## src/rtl/snn_output_decoder.sv

```systemverilog
// Spike-count output decoder: accumulates per-neuron spike counts over a window,
// then runs a sequential argmax. Optional early exit via SNN_DECODER_EARLY_EXIT_EN.
module snn_output_decoder #(
  parameter int NUM_OUTPUTS  = 2,
  parameter int CNT_WIDTH    = 16,
  parameter int WINDOW_WIDTH = 16,
  parameter int EARLY_THRESH = 8,
  localparam int IDX_WIDTH   = (NUM_OUTPUTS > 1) ? $clog2(NUM_OUTPUTS) : 1
) (
  input  logic                             clk,
  input  logic                             rst,
  input  logic                             start,
  input  logic [WINDOW_WIDTH-1:0]          window_len,
  input  logic                             step_valid,
  input  logic [NUM_OUTPUTS-1:0]           spikes_in,
  output logic                             busy,
  output logic                             done,
  output logic                             result_valid,
  input  logic                             result_ready,
  output logic [IDX_WIDTH-1:0]             class_idx,
  output logic [CNT_WIDTH-1:0]             class_count,
  output logic                             tie,
  output logic [NUM_OUTPUTS*CNT_WIDTH-1:0] spike_counts
);

`ifdef SNN_DECODER_EARLY_EXIT_EN
  localparam bit EARLY_EN = 1'b1;
`else
  localparam bit EARLY_EN = 1'b0;
`endif

  localparam logic [CNT_WIDTH:0] THRESH = (CNT_WIDTH+1)'(EARLY_THRESH);

  typedef enum logic [1:0] {IDLE, ACCUM, SCAN, HOLD} state_t;

  state_t                  state;
  logic [CNT_WIDTH-1:0]    counts      [NUM_OUTPUTS];
  logic [CNT_WIDTH-1:0]    next_counts [NUM_OUTPUTS];
  logic [WINDOW_WIDTH-1:0] win_len;
  logic [WINDOW_WIDTH-1:0] step_cnt;
  logic [IDX_WIDTH-1:0]    ptr;
  logic                    thresh_hit;
  logic                    last_step;

  // Saturating increments and the early-exit test share the post-increment values.
  always_comb begin
    thresh_hit = 1'b0;
    for (int i = 0; i < NUM_OUTPUTS; i++) begin
      next_counts[i] = counts[i];
      if (spikes_in[i] && (counts[i] != '1))
        next_counts[i] = counts[i] + CNT_WIDTH'(1);
      if ({1'b0, next_counts[i]} >= THRESH)
        thresh_hit = 1'b1;
    end
  end

  assign last_step = (step_cnt == (win_len - WINDOW_WIDTH'(1))) || (EARLY_EN && thresh_hit);

  for (genvar g = 0; g < NUM_OUTPUTS; g++) begin : g_flat
    assign spike_counts[g*CNT_WIDTH +: CNT_WIDTH] = counts[g];
  end

  always_ff @(posedge clk) begin
    if (rst) begin
      state        <= IDLE;
      counts       <= '{default: '0};
      win_len      <= '0;
      step_cnt     <= '0;
      ptr          <= '0;
      class_idx    <= '0;
      class_count  <= '0;
      tie          <= 1'b0;
      done         <= 1'b0;
      busy         <= 1'b0;
      result_valid <= 1'b0;
    end else begin
      done <= 1'b0;
      case (state)
        IDLE: begin
          if (start) begin
            win_len     <= window_len;
            step_cnt    <= '0;
            ptr         <= '0;
            counts      <= '{default: '0};
            class_idx   <= '0;
            class_count <= '0;
            tie         <= 1'b0;
            busy        <= 1'b1;
            state       <= (window_len == '0) ? SCAN : ACCUM;
          end
        end
        ACCUM: begin
          if (step_valid) begin
            counts   <= next_counts;
            step_cnt <= step_cnt + WINDOW_WIDTH'(1);
            if (last_step)
              state <= SCAN;
          end
        end
        SCAN: begin
          // Strict greater-than keeps the lowest index on equal counts.
          if (ptr == '0) begin
            class_count <= counts[0];
            class_idx   <= '0;
            tie         <= 1'b0;
          end else if (counts[ptr] > class_count) begin
            class_count <= counts[ptr];
            class_idx   <= ptr;
            tie         <= 1'b0;
          end else if (counts[ptr] == class_count) begin
            tie <= 1'b1;
          end
          if (ptr == IDX_WIDTH'(NUM_OUTPUTS - 1)) begin
            ptr          <= '0;
            state        <= HOLD;
            done         <= 1'b1;
            busy         <= 1'b0;
            result_valid <= 1'b1;
          end else begin
            ptr <= ptr + IDX_WIDTH'(1);
          end
        end
        HOLD: begin
          if (result_ready) begin
            state        <= IDLE;
            result_valid <= 1'b0;
          end
        end
        default: state <= IDLE;
      endcase
    end
  end

endmodule

```

## config.mk

```make
export PLATFORM = sky130hd
export DESIGN_NAME = snn_output_decoder
export DESIGN_NICKNAME = d
export VERILOG_FILES = /design/src/rtl/snn_output_decoder.sv
export SDC_FILE = /design/constraint.sdc
export NUM_CORES = 1
export LEC_CHECK = 0
export ABC_AREA = 0
export ABC_CLOCK_PERIOD_IN_PS = 3250
export CAP_MARGIN = 30
export CORE_MARGIN = 4
export CORE_UTILIZATION = 52
export DETAILED_ROUTE_END_ITERATION = 10
export PLACE_DENSITY = 0.84
export SLEW_MARGIN = 20
export SYNTH_ARGS = -nofsm -noshare
export SYNTH_HDL_FRONTEND = slang
export SYNTH_SLANG_ARGS = --single-unit
```

## constraint.sdc

```tcl
create_clock -name clk -period 3.25 [get_ports clk]
set_input_delay 0.65 -clock clk [delete_from_list [all_inputs] [get_ports clk]]
set_output_delay 0.65 -clock clk [all_outputs]
set_load 0.1 [all_outputs]
```

==> results of run 1 <==
==> power by group through the flow <==
| stage | logic (mW) | clock network (mW) | registers, mW |
|---|---|---|---|
| 2_1_floorplan | 0.795 | 0 | 1.37 |
| 3_3_place_gp | 1.19 | 0 | 1.25 |
| 3_5_place_dp | 1.22 | 0 | 1.26 |
| 4_1_cts | 1.23 | 0.852 | 1.23 |
| 5_1_grt | 1.35 | 0.899 | 1.25 |
| 6_report | 1.24 | 0.840 | 1.24 |
==> metrics by stage <==
step	total power, mW	cells	instance area (µm²)	setup slack, ns
2_1_floorplan	2.16	602	4970	0.230
3_3_place_gp	2.44	798	5800	0.140
3_5_place_dp	2.48	798	5800	0.0989
4_1_cts	3.32	814	6010	0.354
5_1_grt	3.49	814	6010	0.176
6_report	3.32	814	6010	0.342
==> cell families after synthesis <==
| kind of cell | share of synthesized area (%) |
|---|---|
| DFF | 35.5 |
| adders and majority gates | 6.05 |
| muxes | 7.78 |
| buffers and inverters | 4.00 |
| and+or+nand+nor | 27.3 |
| xor gates and xnor gates | 9.70 |
| AOI/OAI and AO/OA | 9.72 |
==> cell usage after synthesis, types with 3 or more instances <==
master / number / share of area (%)
sky130_fd_sc_hd__a211oi_1: 4 / 0.60
sky130_fd_sc_hd__a21o_1: 5 / 0.76
sky130_fd_sc_hd__a21oi_1: 35 / 3.5
sky130_fd_sc_hd__and3_1: 6 / 0.76
sky130_fd_sc_hd__and4_1: 6 / 1.1
sky130_fd_sc_hd__buf_2: 3 / 0.30
sky130_fd_sc_hd__clkbuf_1: 20 / 1.5
sky130_fd_sc_hd__dfxtp_1: 88 / 35
sky130_fd_sc_hd__ha_1: 24 / 6.0
sky130_fd_sc_hd__inv_1: 28 / 2.1
sky130_fd_sc_hd__mux2_2: 17 / 3.9
sky130_fd_sc_hd__mux2i_1: 18 / 3.6
sky130_fd_sc_hd__nand2_1: 77 / 5.8
sky130_fd_sc_hd__nand2b_1: 21 / 2.6
sky130_fd_sc_hd__nand3_1: 17 / 1.7
sky130_fd_sc_hd__nand4_1: 17 / 2.1
sky130_fd_sc_hd__nor2_1: 68 / 5.1
sky130_fd_sc_hd__nor2b_1: 7 / 0.88
sky130_fd_sc_hd__nor3_1: 14 / 1.4
sky130_fd_sc_hd__nor4_1: 11 / 1.4
sky130_fd_sc_hd__o211ai_1: 3 / 0.45
sky130_fd_sc_hd__o21ai_0: 14 / 1.4
sky130_fd_sc_hd__or3_1: 7 / 0.88
sky130_fd_sc_hd__xnor2_1: 23 / 4.1
sky130_fd_sc_hd__xor2_1: 32 / 5.6
==> layout by cell type (no fill, tap or decap), drive strengths merged, types with 17 or more instances in the layout <==
cell type / synthesis / final
ha: 24 / 24
nor2: 68 / 68
buf: 4 / 69
a21oi: 35 / 35
dfxtp: 88 / 88
xor2: 32 / 32
mux2: 18 / 18
nand2b: 21 / 21
nand4: 17 / 17
inv: 28 / 28
clkdlybuf4s50: 0 / 22
xnor2: 23 / 23
nand3: 17 / 17
mux2i: 18 / 18
nand2: 77 / 77
==> critical path: cells and delay by family, from the launching register on <==
kind                     cells  cell delay (ns)
AO/OA/AOI/OAI                2             0.57
adder cells (fa/ha/maj)      1             0.17
buffers and inverters        1             0.09
flip-flops                   1             0.39
multiplexers                 2             0.59
AND/OR/NAND/NOR              3             1.00
==> final cells by class <==
type | count | area share, %
clock buffer | 11 | 2.19
clock inverter | 5 | 1.35
inverter | 28 | 1.75
multi-input combinational | 462 | 50.0
sequential | 88 | 29.3
tap | 129 | 2.69
timing repair buffer | 91 | 12.7
==> state kept, by name, indices dropped and copies added, names as in the netlist <==
| signal | flops |
|---|---|
| class_idx | 1 |
| spike_counts | 32 |
| class_count | 16 |
| tie | 1 |
| done | 1 |
| state | 2 |
| step_cnt | 16 |
| busy | 1 |
| ptr | 1 |
| win_len | 16 |
| result_valid | 1 |
==> worst min path at each step <==
stage	end	start
5_1_grt	win_len[15]	win_len[15]
3_5_place_dp	result_valid	result_valid
6_report	result_valid	result_valid
3_3_place_gp	win_len[15]	win_len[15]
4_1_cts	result_valid	result_valid
2_1_floorplan	win_len[15]	win_len[15]
==> metal layers <==
metal  routed length, µm  share of wire, %
met5                   0                 0
met2                5960                48
met3                1000               8.1
met4                 258               2.1
met1                5210                42
==> results.cfg, run 1 <==
[synth]
synthFlopType = sky130_fd_sc_hd__dfxtp_1
synthesis.nets = 649
yosysSeqAreaShare_pct = 35.5
synth.yosys.warnings = 0
synth.avg_cell_area_um2 = 8.25
synth.ff_latch_count = 88
ys_async_sr_fraction_pct = 0
synth_edf_count = 0
ys_types = 52
netlist_instances = 602
post_synth_instance_area_um2 = 4970

[cts]
htreeDepth = 3
numClockSinks = 88
cts-root-to-sink-buffers = 2
clk_pin_slew_ns = 0.09
cts_setup_buffers = 0
clock-root-buffer = sky130_fd_sc_hd__clkbuf_8
tritoncts.num_buffers = 9
cts-resized-gates = 0
cts_tree = yes
worst_skew_pair.late_latency_ns = 0.36
cts-hold-fix-buffers = 0

[floorplan]
chipWidth_um = 106
die_h_um = 106
pin_count = 76
die-area_um2 = 11200
row_count = 35
placeableCoreArea_um2 = 9280
starting_utilization_of_the_core_area_pct = 53.5

[critical_path]
worst_r2r_path_depth = 9
cpPeakStageDelay_ns = 0.54
crit_chain = inv_1 -> ha_1 -> or3b_2 -> nor4_4 -> nand2_1 -> mux2_2 -> o31ai_2 -> a31o_1 -> mux2_4
reg2reg_setup_slack_ns = 0.34
timing.critical_path.to_type = register
critical_path_slowest_stage_cell = sky130_fd_sc_hd__or3b_2
crit_path_launch_type = register
worstPathArrival_ns = 3.15
worst_ep_required_time_ns = 3.50
critPathCapture = state[0]
crit_fanout = 7
reg2reg_to = state[0]
critical_path_class = reg -> reg
crit_path_start = win_len[0]
worstReg2RegStart = win_len[0]

[routing]
drt-vias-per-instance = 5.59
routed_vias = 4548
detail-route-antenna-nets = 0
drcViolationCount = 0
route.detailed.wl_per_inst_um = 15.3
wl_mm = 12.4
drt_pass1_iterations = 5
number_of_violations_reported_at_the_end_of_detailed_routing_iteration_0 = 249

[global_route]
grt_max_degree = 47
global_route.usage.met3_pct = 7.23
grt-busiest-layer = met2
grtUsageTotal_pct = 22.3
met1_usage_pct = 26.7
grt_antenna_before_repair = 0
met2_demand_to_capacity_share_in_global_routing_pct = 37.8
grt_first_pass_wirelength_mm = 20.6
grt_overflow = 0
via_count_of_the_first_global_routing_pass = 4408

[power_and_ir_drop]
power.density_nw_per_um2 = 552
sw_frac_of_total_pct = 37.9
power.static_leakage_nw = 2.36
max-vdd-ir-drop_mv = 0.323
power_frac_comb_pct = 37.4
clkPwrFrac_pct = 25.3
netSwitchingPower_mw = 1.26
p_int_mw = 2.06
part_of_the_power_in_registers_pct = 37.2

[layout]
nets = 727
share_of_layout_cells_above_drive_strength_1_pct = 16.6
multi_input_area_um2 = 3010
nFillCells = 767
antenna-diode-count = 0
register_area_um2 = 1760
synthToLayoutAreaGrowth_pct = 21.0
post_route_utilization_pct = 64.7

[sta]
tightestPinTransition_ns = 0.809
report.final.setup_viol = 0
grt_setup_unrepaired = no
hold_viol = 0
finalSetupTns_ns = 0
worst_clock_skew_ns = 0.0123
drv_slew = 0
fmaxAchievable_ghz = 0.344
slew_headroom_pct = 45.5
min_tclk_post_route_ns = 2.91
layout_worst_path_cycle_share_pct = 89.5
fin_worst_hold_slack_ns = 0.479

[run]
timing.max_cap.violations = 0

[hold_path]
hold_path_class = reg -> reg
hold_depth = 2

[status]
outcome = completed

[placed_design]
gp_congestion = 0.884
port-buffer-count = 75
dp.final_hpwl_mm = 9.41
Note: power is estimated with default switching activity, not from simulation.
==> run 2: changes to the inputs <==
--- a/config.mk
+++ b/config.mk
@@ -7,10 +7,11 @@
 export LEC_CHECK = 0
 export ABC_AREA = 0
 export ABC_CLOCK_PERIOD_IN_PS = 3250
-export CAP_MARGIN = 30
+export CAP_MARGIN = 20
 export CORE_MARGIN = 4
 export CORE_UTILIZATION = 52
 export DETAILED_ROUTE_END_ITERATION = 10
+export HOLD_SLACK_MARGIN = 0.12
 export PLACE_DENSITY = 0.84
 export SLEW_MARGIN = 20
 export SYNTH_ARGS = -nofsm -noshare
==> results of run 2 <==
Final layout, timing and power as in run 1 (identical DEF).
==> run 3: changes to the inputs <==
--- a/config.mk
+++ b/config.mk
@@ -10,6 +10,7 @@
 export CAP_MARGIN = 20
 export CORE_MARGIN = 4
 export CORE_UTILIZATION = 52
+export CTS_CLUSTER_DIAMETER = 200
 export DETAILED_ROUTE_END_ITERATION = 10
 export HOLD_SLACK_MARGIN = 0.12
 export PLACE_DENSITY = 0.84
==> results of run 3 <==
Final layout, timing and power as in run 1 (identical DEF).
